--- src/rtl/tqvp_hx2003_pulse_receiver_pkg.sv ---
`default_nettype none
// ----------------------------------------------------------------------------
// Package : tqvp_hx2003_pulse_receiver_pkg
// Shared symbol encoding, word format and capture state for the receiver.
// Rev     : 1.0
// ----------------------------------------------------------------------------
package tqvp_hx2003_pulse_receiver_pkg;

  // Symbol codes are shared with the transmitter's program memory.
  localparam logic [1:0] SYM_LOW_A  = 2'd0;
  localparam logic [1:0] SYM_LOW_B  = 2'd1;
  localparam logic [1:0] SYM_HIGH_A = 2'd2;
  localparam logic [1:0] SYM_HIGH_B = 2'd3;

  localparam int SYMBOLS_PER_WORD = 16;

  typedef enum logic [1:0] {
    IDLE    = 2'd0,
    ARMED   = 2'd1,
    MEASURE = 2'd2
  } rx_state_e;

  typedef struct packed {
    logic        last;
    logic [4:0]  count;
    logic [31:0] data;
  } rx_word_t;

  function automatic logic [1:0] make_symbol(input logic level, input logic is_long);
    if (level) begin
      return is_long ? SYM_HIGH_B : SYM_HIGH_A;
    end
    return is_long ? SYM_LOW_B : SYM_LOW_A;
  endfunction

endpackage
`default_nettype wire

--- src/rtl/tqvp_hx2003_pulse_receiver_if.sv ---
`default_nettype none
// ----------------------------------------------------------------------------
// Interface : tqvp_hx2003_pulse_receiver_if
// Captured-word stream toward the register wrapper (valid/ready).
// Rev       : 1.0
// ----------------------------------------------------------------------------
interface tqvp_hx2003_pulse_receiver_if;
  logic [31:0] word_data;
  logic [4:0]  word_count;
  logic        word_last;
  logic        word_valid;
  logic        word_ready;

  modport master (
    output word_data,
    output word_count,
    output word_last,
    output word_valid,
    input  word_ready
  );

  modport slave (
    input  word_data,
    input  word_count,
    input  word_last,
    input  word_valid,
    output word_ready
  );
endinterface
`default_nettype wire

--- src/rtl/tqvp_hx2003_pulse_receiver_fifo.sv ---
`default_nettype none
// ----------------------------------------------------------------------------
// Module : pulse_rx_word_fifo
// Synchronous word FIFO; a pop frees the slot for a same-cycle push when full.
// Rev    : 1.0
// ----------------------------------------------------------------------------
module pulse_rx_word_fifo
  import tqvp_hx2003_pulse_receiver_pkg::*;
#(
  parameter int FIFO_DEPTH = 4
) (
  input  logic     clk,
  input  logic     rst,
  input  logic     clr,
  input  logic     push,
  input  rx_word_t push_word,
  input  logic     pop,
  output rx_word_t head,
  output logic     full,
  output logic     empty
);

  localparam int AW = $clog2(FIFO_DEPTH);
  localparam logic [AW:0] FULL_COUNT = FIFO_DEPTH[AW:0];

  rx_word_t        mem_q [FIFO_DEPTH];
  rx_word_t        mem_d [FIFO_DEPTH];
  logic [AW-1:0]   wr_ptr_q, wr_ptr_d;
  logic [AW-1:0]   rd_ptr_q, rd_ptr_d;
  logic [AW:0]     count_q, count_d;
  logic            do_push, do_pop;

  assign full    = (count_q == FULL_COUNT);
  assign empty   = (count_q == '0);
  assign do_pop  = pop && !empty;
  assign do_push = push && (!full || do_pop);
  assign head    = mem_q[rd_ptr_q];

  always_comb begin
    mem_d    = mem_q;
    wr_ptr_d = wr_ptr_q;
    rd_ptr_d = rd_ptr_q;
    count_d  = count_q;
    if (clr) begin
      // Storage is wiped as well so the head reads as zero while idle.
      for (int i = 0; i < FIFO_DEPTH; i++) begin
        mem_d[i] = '0;
      end
      wr_ptr_d = '0;
      rd_ptr_d = '0;
      count_d  = '0;
    end else begin
      if (do_push) begin
        mem_d[wr_ptr_q] = push_word;
        wr_ptr_d        = wr_ptr_q + AW'(1);
      end
      if (do_pop) begin
        rd_ptr_d = rd_ptr_q + AW'(1);
      end
      count_d = count_q + (AW+1)'(do_push) - (AW+1)'(do_pop);
    end
  end

  always_ff @(posedge clk) begin
    if (rst) begin
      for (int i = 0; i < FIFO_DEPTH; i++) begin
        mem_q[i] <= '0;
      end
      wr_ptr_q <= '0;
      rd_ptr_q <= '0;
      count_q  <= '0;
    end else begin
      mem_q    <= mem_d;
      wr_ptr_q <= wr_ptr_d;
      rd_ptr_q <= rd_ptr_d;
      count_q  <= count_d;
    end
  end

endmodule
`default_nettype wire

--- src/rtl/tqvp_hx2003_pulse_receiver.sv ---
`default_nettype none
// ----------------------------------------------------------------------------
// Module : tqvp_hx2003_pulse_receiver
// Measures filtered high/low segments and packs short/long symbols into words.
// Rev    : 1.0
// ----------------------------------------------------------------------------
module tqvp_hx2003_pulse_receiver
  import tqvp_hx2003_pulse_receiver_pkg::*;
#(
  parameter int FIFO_DEPTH = 4
) (
  input  logic       clk,
  input  logic       rst,
  input  logic       en,
  input  logic       rx_in,
  input  logic       cfg_invert,
  input  logic [1:0] cfg_glitch,
  input  logic [3:0] cfg_prescaler,
  input  logic [7:0] cfg_threshold,
  input  logic [7:0] cfg_timeout,
  tqvp_hx2003_pulse_receiver_if.master word_if,
  output logic       overflow,
  output logic       busy
);

  rx_state_e   state_q, state_d;
  logic        filt_q, filt_d;
  logic        filt_prev_q, filt_prev_d;
  logic [1:0]  gcnt_q, gcnt_d;
  logic        seg_level_q, seg_level_d;
  logic [14:0] tick_cnt_q, tick_cnt_d;
  logic [7:0]  width_q, width_d;
  logic [31:0] pack_data_q, pack_data_d;
  logic [4:0]  pack_cnt_q, pack_cnt_d;
  logic        overflow_q, overflow_d;
  logic        busy_q, busy_d;

  logic        lvl;
  logic [14:0] tick_mask;
  logic        tick;
  logic        edge_seen;
  logic [7:0]  width_inc;
  logic        is_long;
  logic [1:0]  sym;
  logic        timeout_hit;
  logic [31:0] packed_word;
  logic        push;
  rx_word_t    push_word;
  logic        pop;
  rx_word_t    fifo_head;
  logic        fifo_full;
  logic        fifo_empty;

  assign pop = !fifo_empty && word_if.word_ready;

  // Datapath terms; width_inc already includes this cycle's tick so a
  // segment reports floor(cycles / 2^prescaler).
  always_comb begin
    lvl         = rx_in ^ cfg_invert;
    tick_mask   = (15'd1 << cfg_prescaler) - 15'd1;
    edge_seen   = filt_q ^ filt_prev_q;
    tick        = (state_q == MEASURE) && (tick_cnt_q == tick_mask);
    width_inc   = (tick && (width_q != 8'hFF)) ? width_q + 8'd1 : width_q;
    is_long     = (width_inc >= cfg_threshold);
    sym         = make_symbol(seg_level_q, is_long);
    timeout_hit = tick && (cfg_timeout != 8'd0) && (width_inc == cfg_timeout) && !edge_seen;
    packed_word = pack_data_q;
    packed_word[{pack_cnt_q[3:0], 1'b0} +: 2] = sym;
  end

  always_comb begin
    state_d     = state_q;
    filt_d      = filt_q;
    filt_prev_d = filt_prev_q;
    gcnt_d      = gcnt_q;
    seg_level_d = seg_level_q;
    tick_cnt_d  = tick_cnt_q;
    width_d     = width_q;
    pack_data_d = pack_data_q;
    pack_cnt_d  = pack_cnt_q;
    overflow_d  = overflow_q;
    push        = 1'b0;
    push_word   = '0;

    if (!en) begin
      state_d     = IDLE;
      filt_d      = lvl;
      filt_prev_d = lvl;
      gcnt_d      = 2'd0;
      seg_level_d = 1'b0;
      tick_cnt_d  = '0;
      width_d     = 8'd0;
      pack_data_d = '0;
      pack_cnt_d  = 5'd0;
      overflow_d  = 1'b0;
    end else begin
      if (state_q == IDLE) begin
        filt_d      = lvl;
        filt_prev_d = lvl;
        gcnt_d      = 2'd0;
      end else begin
        filt_prev_d = filt_q;
        if (lvl == filt_q) begin
          gcnt_d = 2'd0;
        end else if (gcnt_q == cfg_glitch) begin
          filt_d = lvl;
          gcnt_d = 2'd0;
        end else begin
          gcnt_d = gcnt_q + 2'd1;
        end
      end

      case (state_q)
        IDLE: begin
          state_d = ARMED;
        end
        ARMED: begin
          if (edge_seen) begin
            state_d     = MEASURE;
            seg_level_d = filt_q;
            width_d     = 8'd0;
            tick_cnt_d  = '0;
          end
        end
        MEASURE: begin
          tick_cnt_d = tick ? '0 : tick_cnt_q + 15'd1;
          width_d    = width_inc;
          if (edge_seen) begin
            seg_level_d = filt_q;
            width_d     = 8'd0;
            tick_cnt_d  = '0;
            if (pack_cnt_q == 5'(SYMBOLS_PER_WORD - 1)) begin
              push        = 1'b1;
              push_word   = {1'b0, 5'(SYMBOLS_PER_WORD), packed_word};
              pack_data_d = '0;
              pack_cnt_d  = 5'd0;
            end else begin
              pack_data_d = packed_word;
              pack_cnt_d  = pack_cnt_q + 5'd1;
            end
          end else if (timeout_hit) begin
            // The idle segment that ran into the timeout yields no symbol.
            state_d    = ARMED;
            width_d    = 8'd0;
            tick_cnt_d = '0;
            if (pack_cnt_q != 5'd0) begin
              push        = 1'b1;
              push_word   = {1'b1, pack_cnt_q, pack_data_q};
              pack_data_d = '0;
              pack_cnt_d  = 5'd0;
            end
          end
        end
        default: begin
          state_d = IDLE;
        end
      endcase

      if (push && fifo_full && !pop) begin
        overflow_d = 1'b1;
      end
    end

    busy_d = (state_d == MEASURE);
  end

  always_ff @(posedge clk) begin
    if (rst) begin
      state_q     <= IDLE;
      filt_q      <= 1'b0;
      filt_prev_q <= 1'b0;
      gcnt_q      <= 2'd0;
      seg_level_q <= 1'b0;
      tick_cnt_q  <= '0;
      width_q     <= 8'd0;
      pack_data_q <= '0;
      pack_cnt_q  <= 5'd0;
      overflow_q  <= 1'b0;
      busy_q      <= 1'b0;
    end else begin
      state_q     <= state_d;
      filt_q      <= filt_d;
      filt_prev_q <= filt_prev_d;
      gcnt_q      <= gcnt_d;
      seg_level_q <= seg_level_d;
      tick_cnt_q  <= tick_cnt_d;
      width_q     <= width_d;
      pack_data_q <= pack_data_d;
      pack_cnt_q  <= pack_cnt_d;
      overflow_q  <= overflow_d;
      busy_q      <= busy_d;
    end
  end

  pulse_rx_word_fifo #(
    .FIFO_DEPTH (FIFO_DEPTH)
  ) u_fifo (
    .clk       (clk),
    .rst       (rst),
    .clr       (!en),
    .push      (push),
    .push_word (push_word),
    .pop       (pop),
    .head      (fifo_head),
    .full      (fifo_full),
    .empty     (fifo_empty)
  );

  assign word_if.word_data  = fifo_head.data;
  assign word_if.word_count = fifo_head.count;
  assign word_if.word_last  = fifo_head.last;
  assign word_if.word_valid = !fifo_empty;
  assign overflow           = overflow_q;
  assign busy               = busy_q;

endmodule
`default_nettype wire
--- src/flat_wrapper.sv ---
// flat-port wrapper written by rule: the top's interface ports become plain ports
module tqvp_hx2003_pulse_receiver_flat import tqvp_hx2003_pulse_receiver_pkg::*;
#(
  parameter int FIFO_DEPTH = 4
)
  (clk, rst, en, rx_in, cfg_invert, cfg_glitch, cfg_prescaler, cfg_threshold, cfg_timeout, overflow, busy, word_if_word_data, word_if_word_count, word_if_word_last, word_if_word_valid, word_if_word_ready);
  tqvp_hx2003_pulse_receiver_if word_if_i ();
  input  logic clk;
  input  logic rst;
  input  logic en;
  input  logic rx_in;
  input  logic cfg_invert;
  input  logic [1:0] cfg_glitch;
  input  logic [3:0] cfg_prescaler;
  input  logic [7:0] cfg_threshold;
  input  logic [7:0] cfg_timeout;
  output logic overflow;
  output logic busy;
  output wire logic [$bits(word_if_i.word_data)-1:0] word_if_word_data;
  output wire logic [$bits(word_if_i.word_count)-1:0] word_if_word_count;
  output wire logic [$bits(word_if_i.word_last)-1:0] word_if_word_last;
  output wire logic [$bits(word_if_i.word_valid)-1:0] word_if_word_valid;
  input wire logic [$bits(word_if_i.word_ready)-1:0] word_if_word_ready;
  assign word_if_word_data = word_if_i.word_data;
  assign word_if_word_count = word_if_i.word_count;
  assign word_if_word_last = word_if_i.word_last;
  assign word_if_word_valid = word_if_i.word_valid;
  assign word_if_i.word_ready = word_if_word_ready;
  tqvp_hx2003_pulse_receiver #(.FIFO_DEPTH(FIFO_DEPTH)) u_core (.clk(clk), .rst(rst), .en(en), .rx_in(rx_in), .cfg_invert(cfg_invert), .cfg_glitch(cfg_glitch), .cfg_prescaler(cfg_prescaler), .cfg_threshold(cfg_threshold), .cfg_timeout(cfg_timeout), .word_if(word_if_i), .overflow(overflow), .busy(busy));
endmodule
--- config.mk ---
export PLATFORM = sky130hd
export DESIGN_NAME = tqvp_hx2003_pulse_receiver_flat
export DESIGN_NICKNAME = d
export VERILOG_FILES = /design/src/rtl/tqvp_hx2003_pulse_receiver_pkg.sv /design/src/rtl/tqvp_hx2003_pulse_receiver_if.sv /design/src/rtl/tqvp_hx2003_pulse_receiver_fifo.sv /design/src/rtl/tqvp_hx2003_pulse_receiver.sv /design/src/flat_wrapper.sv
export SDC_FILE = /design/constraint.sdc
export NUM_CORES = 1
export LEC_CHECK = 0
export CORE_ASPECT_RATIO = 1.2
export CORE_MARGIN = 8
export CORE_UTILIZATION = 35
export CTS_CLUSTER_SIZE = 20
export DETAILED_ROUTE_END_ITERATION = 6
export GPL_ROUTABILITY_DRIVEN = 0
export PLACE_DENSITY = 0.55
export SETUP_SLACK_MARGIN = 0.05
export SLEW_MARGIN = 20
export SYNTH_ARGS = -nofsm -noshare
export SYNTH_HDL_FRONTEND = slang
export SYNTH_SLANG_ARGS = --single-unit
--- constraint.sdc ---
create_clock -name clk -period 6.9 [get_ports clk]
set_input_delay 2.07 -clock clk [delete_from_list [all_inputs] [get_ports clk]]
set_output_delay 2.07 -clock clk [all_outputs]
set_load 0.005 [all_outputs]
==> flow_summary.yaml <==
global_routing:
  grt_max_degree: 59
  first_global_vias: 9563
  met3_usage: 0.02167
  antenna_found_initial: 0
  grt-ovfl-total: 0
  gr-usage-met2: 0.2793
  use_met1: 0.2081
  grt_usage: 0.1632
  top_usage_layer: "met2"
  grt_pass1_wl_mm: 53.05
floorplan:
  start_util: 0.3547
  die_y_um: 216.8
  core_um2: 33160
  dieArea_um2: 39740
  rows: 73
  die_w_um: 183.3
  ios: 69
sta:
  fin_skew_ps: 20.34
  finalMaxSlewViolations: 0
  worstMarginPinSlew_ps: 1060
  fmax_ghz: 0.1532
  finalCriticalPeriod_ps: 6526
  holdWs_ps: 450.2
  grt_setup_unrepaired: "no"
  fin_ws_ps: 374.4
  min_period_over_period: 0.9457
  hold_viol: 0
  setup_viol: 0
  relSlewSlack: 0.2937
worst_hold_path:
  hp-class: "register to register"
critical_path:
  critPathKind: "primary input to register"
  cp.required_ps: 7380
  startpoint_type: "primary input"
  arrival_ps: 7010
  crit_fanout: 9
  crit_path_end_kind: "register"
route:
  wl_per_cell_um: 18.06
  drt-initial-drc-count: 604
  wl_mm: 32.88
  via_per_inst: 5.431
  vias: 9884
  final_antenna_net_count: 0
  drc: 0
  first_pass_iters: 5
power:
  p_seq_frac: 0.469
  peakVddDrop_mv: 0.1800
  pwr_density_cell_nw_per_um2: 202.5
  sw_frac_of_total: 0.2272
  p_int_mw: 2.178
  p_leak_nw: 4.817
  p_sw_mw: 0.6403
  p_clk_frac: 0.479
  power_frac_comb: 0.052
clock_tree:
  root_buffer: "clkbuf_16"
  htree_levels: 1
  cts_tree: "built"
  clk_latency_ps: 550
  clk_pin_slew_ps: 60
  clockBufferDepth: 3
  cts_sinks: 228
  cts_buffers: 25
yosys:
  synth_top_family_by_area: "compound AO/OA/AOI/OAI gates"
  synth-simple-area-share: 0.1813
  async_flop_share: 0
  synth_sequential_area_ratio: 0.3882
  avgSynthCellArea_um2: 9.115
  synth_fp_nets: 1344
  yosys.area_share.adder: 0.02830
  ys_types: 87
  synth_ff_type: "dfxtp_1"
  synth-xor-area-share: 0.02383
  ys_seq_elements: 228
  yosysWarnings: 0
  synth_cells: 1290
  synth_mux_area_frac: 0.1048
  synth-compound-area-share: 0.2192
  synth_area_um2: 11760
  synth_edf_count: 0
run_status:
  outcome: "complete, no violations"
cells_and_area:
  fillCellCount: 3285
  nets: 1409
  multiInputGateArea_um2: 6601
  drive_gt1_frac: 0.1438
  final_util: 0.4198
  diodes: 0
  register_area_um2: 4567
  areaGrowthSynthToFinish_pct: 18.37
  fin_area_um2: 13920
job:
  cap_violations: 0
placed_design:
  port_buffers: 68
  placed_cell_area_um2: 13050
  dp_worst_setup_slack_ps: -509.7
  dp_hpwl_mm: 22.77
## logic make-up after synthesis
logic type,count (synthesis)
and+or+nand+nor,415
buffers and inverters,132
adders and majority gates,26
muxes,75
AOI/OAI and AO/OA,382
DFF,228
xor gates and xnor gates,32
## cell usage in the layout (no fill, tap or decap), types with 9 or more instances in the layout
cell and count:
inv_1 39, and2_1 17, nor3_1 18, a32o_1 16, a22o_1 35, dfxtp_1 226
mux2i_1 35, mux4_2 38, nor2_1 76, xor2_1 14, ha_1 24, o21ai_0 94
xnor2_1 18, nand3_1 65, or3_1 18, nand2_1 127, and3_1 20, a21oi_1 120
clkbuf_16 25, clkdlybuf4s50_1 68, o2bb2ai_1 9, buf_4 58, nand3b_1 12
## timing repair
action,in CTS,in global routing
resized for setup,0,8
setup endpoints to repair,0,45
hold buffers,0,0
setup buffers,0,1
## layer usage
layer | vias to the layer above | part of all wire
met5 | - | 0
met4 | 0 | 0.030
met3 | 66 | 0.043
met2 | 228 | 0.48
met1 | 4725 | 0.45
li1 | 4865 | -
## flip-flops by register name (all words and copies together), names as in the netlist, 2 cells and up
| name | flops |
|---|---|
| u_core.state_q | 2 |
| u_core.tick_cnt_q | 15 |
| u_core.gcnt_q | 2 |
| u_core.width_q | 8 |
| u_core.u_fifo.wr_ptr_q | 2 |
| u_core.u_fifo.rd_ptr_q | 2 |
| u_core.pack_data_q | 32 |
| u_core.u_fifo.mem_q | 152 |
| u_core.pack_cnt_q | 5 |
| u_core.u_fifo.count_q | 3 |
## power groups by stage
stage	combinational (mW)	clock, mW	sequential [mW]
4_1_cts	0.144	1.39	1.32
3_3_place_gp	0.144	0	1.35
6_report	0.145	1.35	1.32
5_1_grt	0.158	1.44	1.32
3_5_place_dp	0.144	0	1.35
2_1_floorplan	0.0859	0	1.35
## layout make-up
type                            instances  area share
Clock buffer                           36     0.05223
Tap cell                              450     0.04045
Inverter                               39     0.01052
Multi-Input combinational cell        930      0.4743
Clock inverter                          6    0.007012
Sequential cell                       228      0.3281
Timing Repair Buffer                  131     0.08738
## worst max-delay path, stage by stage
cell and delay (ps):
clkdlybuf4s50_1 410, or4_1 560, ha_2 270, or3_1 380, a21oi_1 210, o21ai_1 140
a2111oi_4 450, nand3_2 160, xor2_1 170, ha_1 280, nand2b_1 90, a21o_1 110
a21o_1 130, a21oi_2 60, nor2b_1 130, o21ai_2 80, buf_4 140, buf_4 130
a21oi_2 150, buf_4 140, nand3_1 150, or3_1 440, a21oi_1 130
## Yosys cell counts (6+ instances only)
cell	instances	area share
o21ai_0	96	0.041
and3_1	20	0.011
xnor2_1	18	0.013
clkbuf_1	46	0.015
or2_2	6	0.0032
a31oi_1	8	0.0043
nor3_1	19	0.0081
buf_2	22	0.0094
o31ai_1	7	0.0045
o2bb2ai_1	9	0.0067
o21ai_1	6	0.0026
buf_6	12	0.011
mux2i_1	35	0.030
a21oi_1	122	0.052
nand2_1	127	0.041
ha_1	25	0.027
a21o_1	9	0.0057
nor2_1	76	0.024
mux4_2	38	0.073
nor4_1	6	0.0032
xor2_1	14	0.010
or3_1	18	0.0096
buf_4	7	0.0045
and2_1	17	0.0090
nand3_1	65	0.028
a211oi_1	7	0.0045
a32oi_1	8	0.0060
a22o_1	35	0.026
nor2b_1	9	0.0048
inv_1	39	0.012
buf_1	6	0.0019
nand2b_1	7	0.0037
nand3b_1	12	0.0077
o21ba_2	6	0.0051
nor4b_1	6	0.0045
a32o_1	16	0.014
dfxtp_1	228	0.39
## final timing paths
| check | cells past startpoint | slack [ps] | from | endpoint |
|---|---|---|---|---|
| worst max-delay path | 23 | 370 | cfg_prescaler[0] | u_core.pack_data_q[18] |
| worst max register to register | 19 | 2560 | u_core.state_q[1] | u_core.pack_data_q[18] |
| worst min register to register | 2 | 450 | u_core.u_fifo.mem_q[17] | u_core.u_fifo.mem_q[17] |
| worst min-delay path | 2 | 450 | u_core.u_fifo.mem_q[17] | u_core.u_fifo.mem_q[17] |
## metrics by stage
| step | std cells | power, mW | setup TNS (ps) |
|---|---|---|---|
| 2_1_floorplan | 1290 | 1.436 | 0 |
| 3_3_place_gp | 1777 | 1.494 | -12710 |
| 3_5_place_dp | 1777 | 1.494 | -16160 |
| 4_1_cts | 1819 | 2.858 | 0 |
| 5_1_grt | 1820 | 2.919 | 0 |
| 6_report | 1820 | 2.818 | 0 |
(Power assumes the default switching activity.)
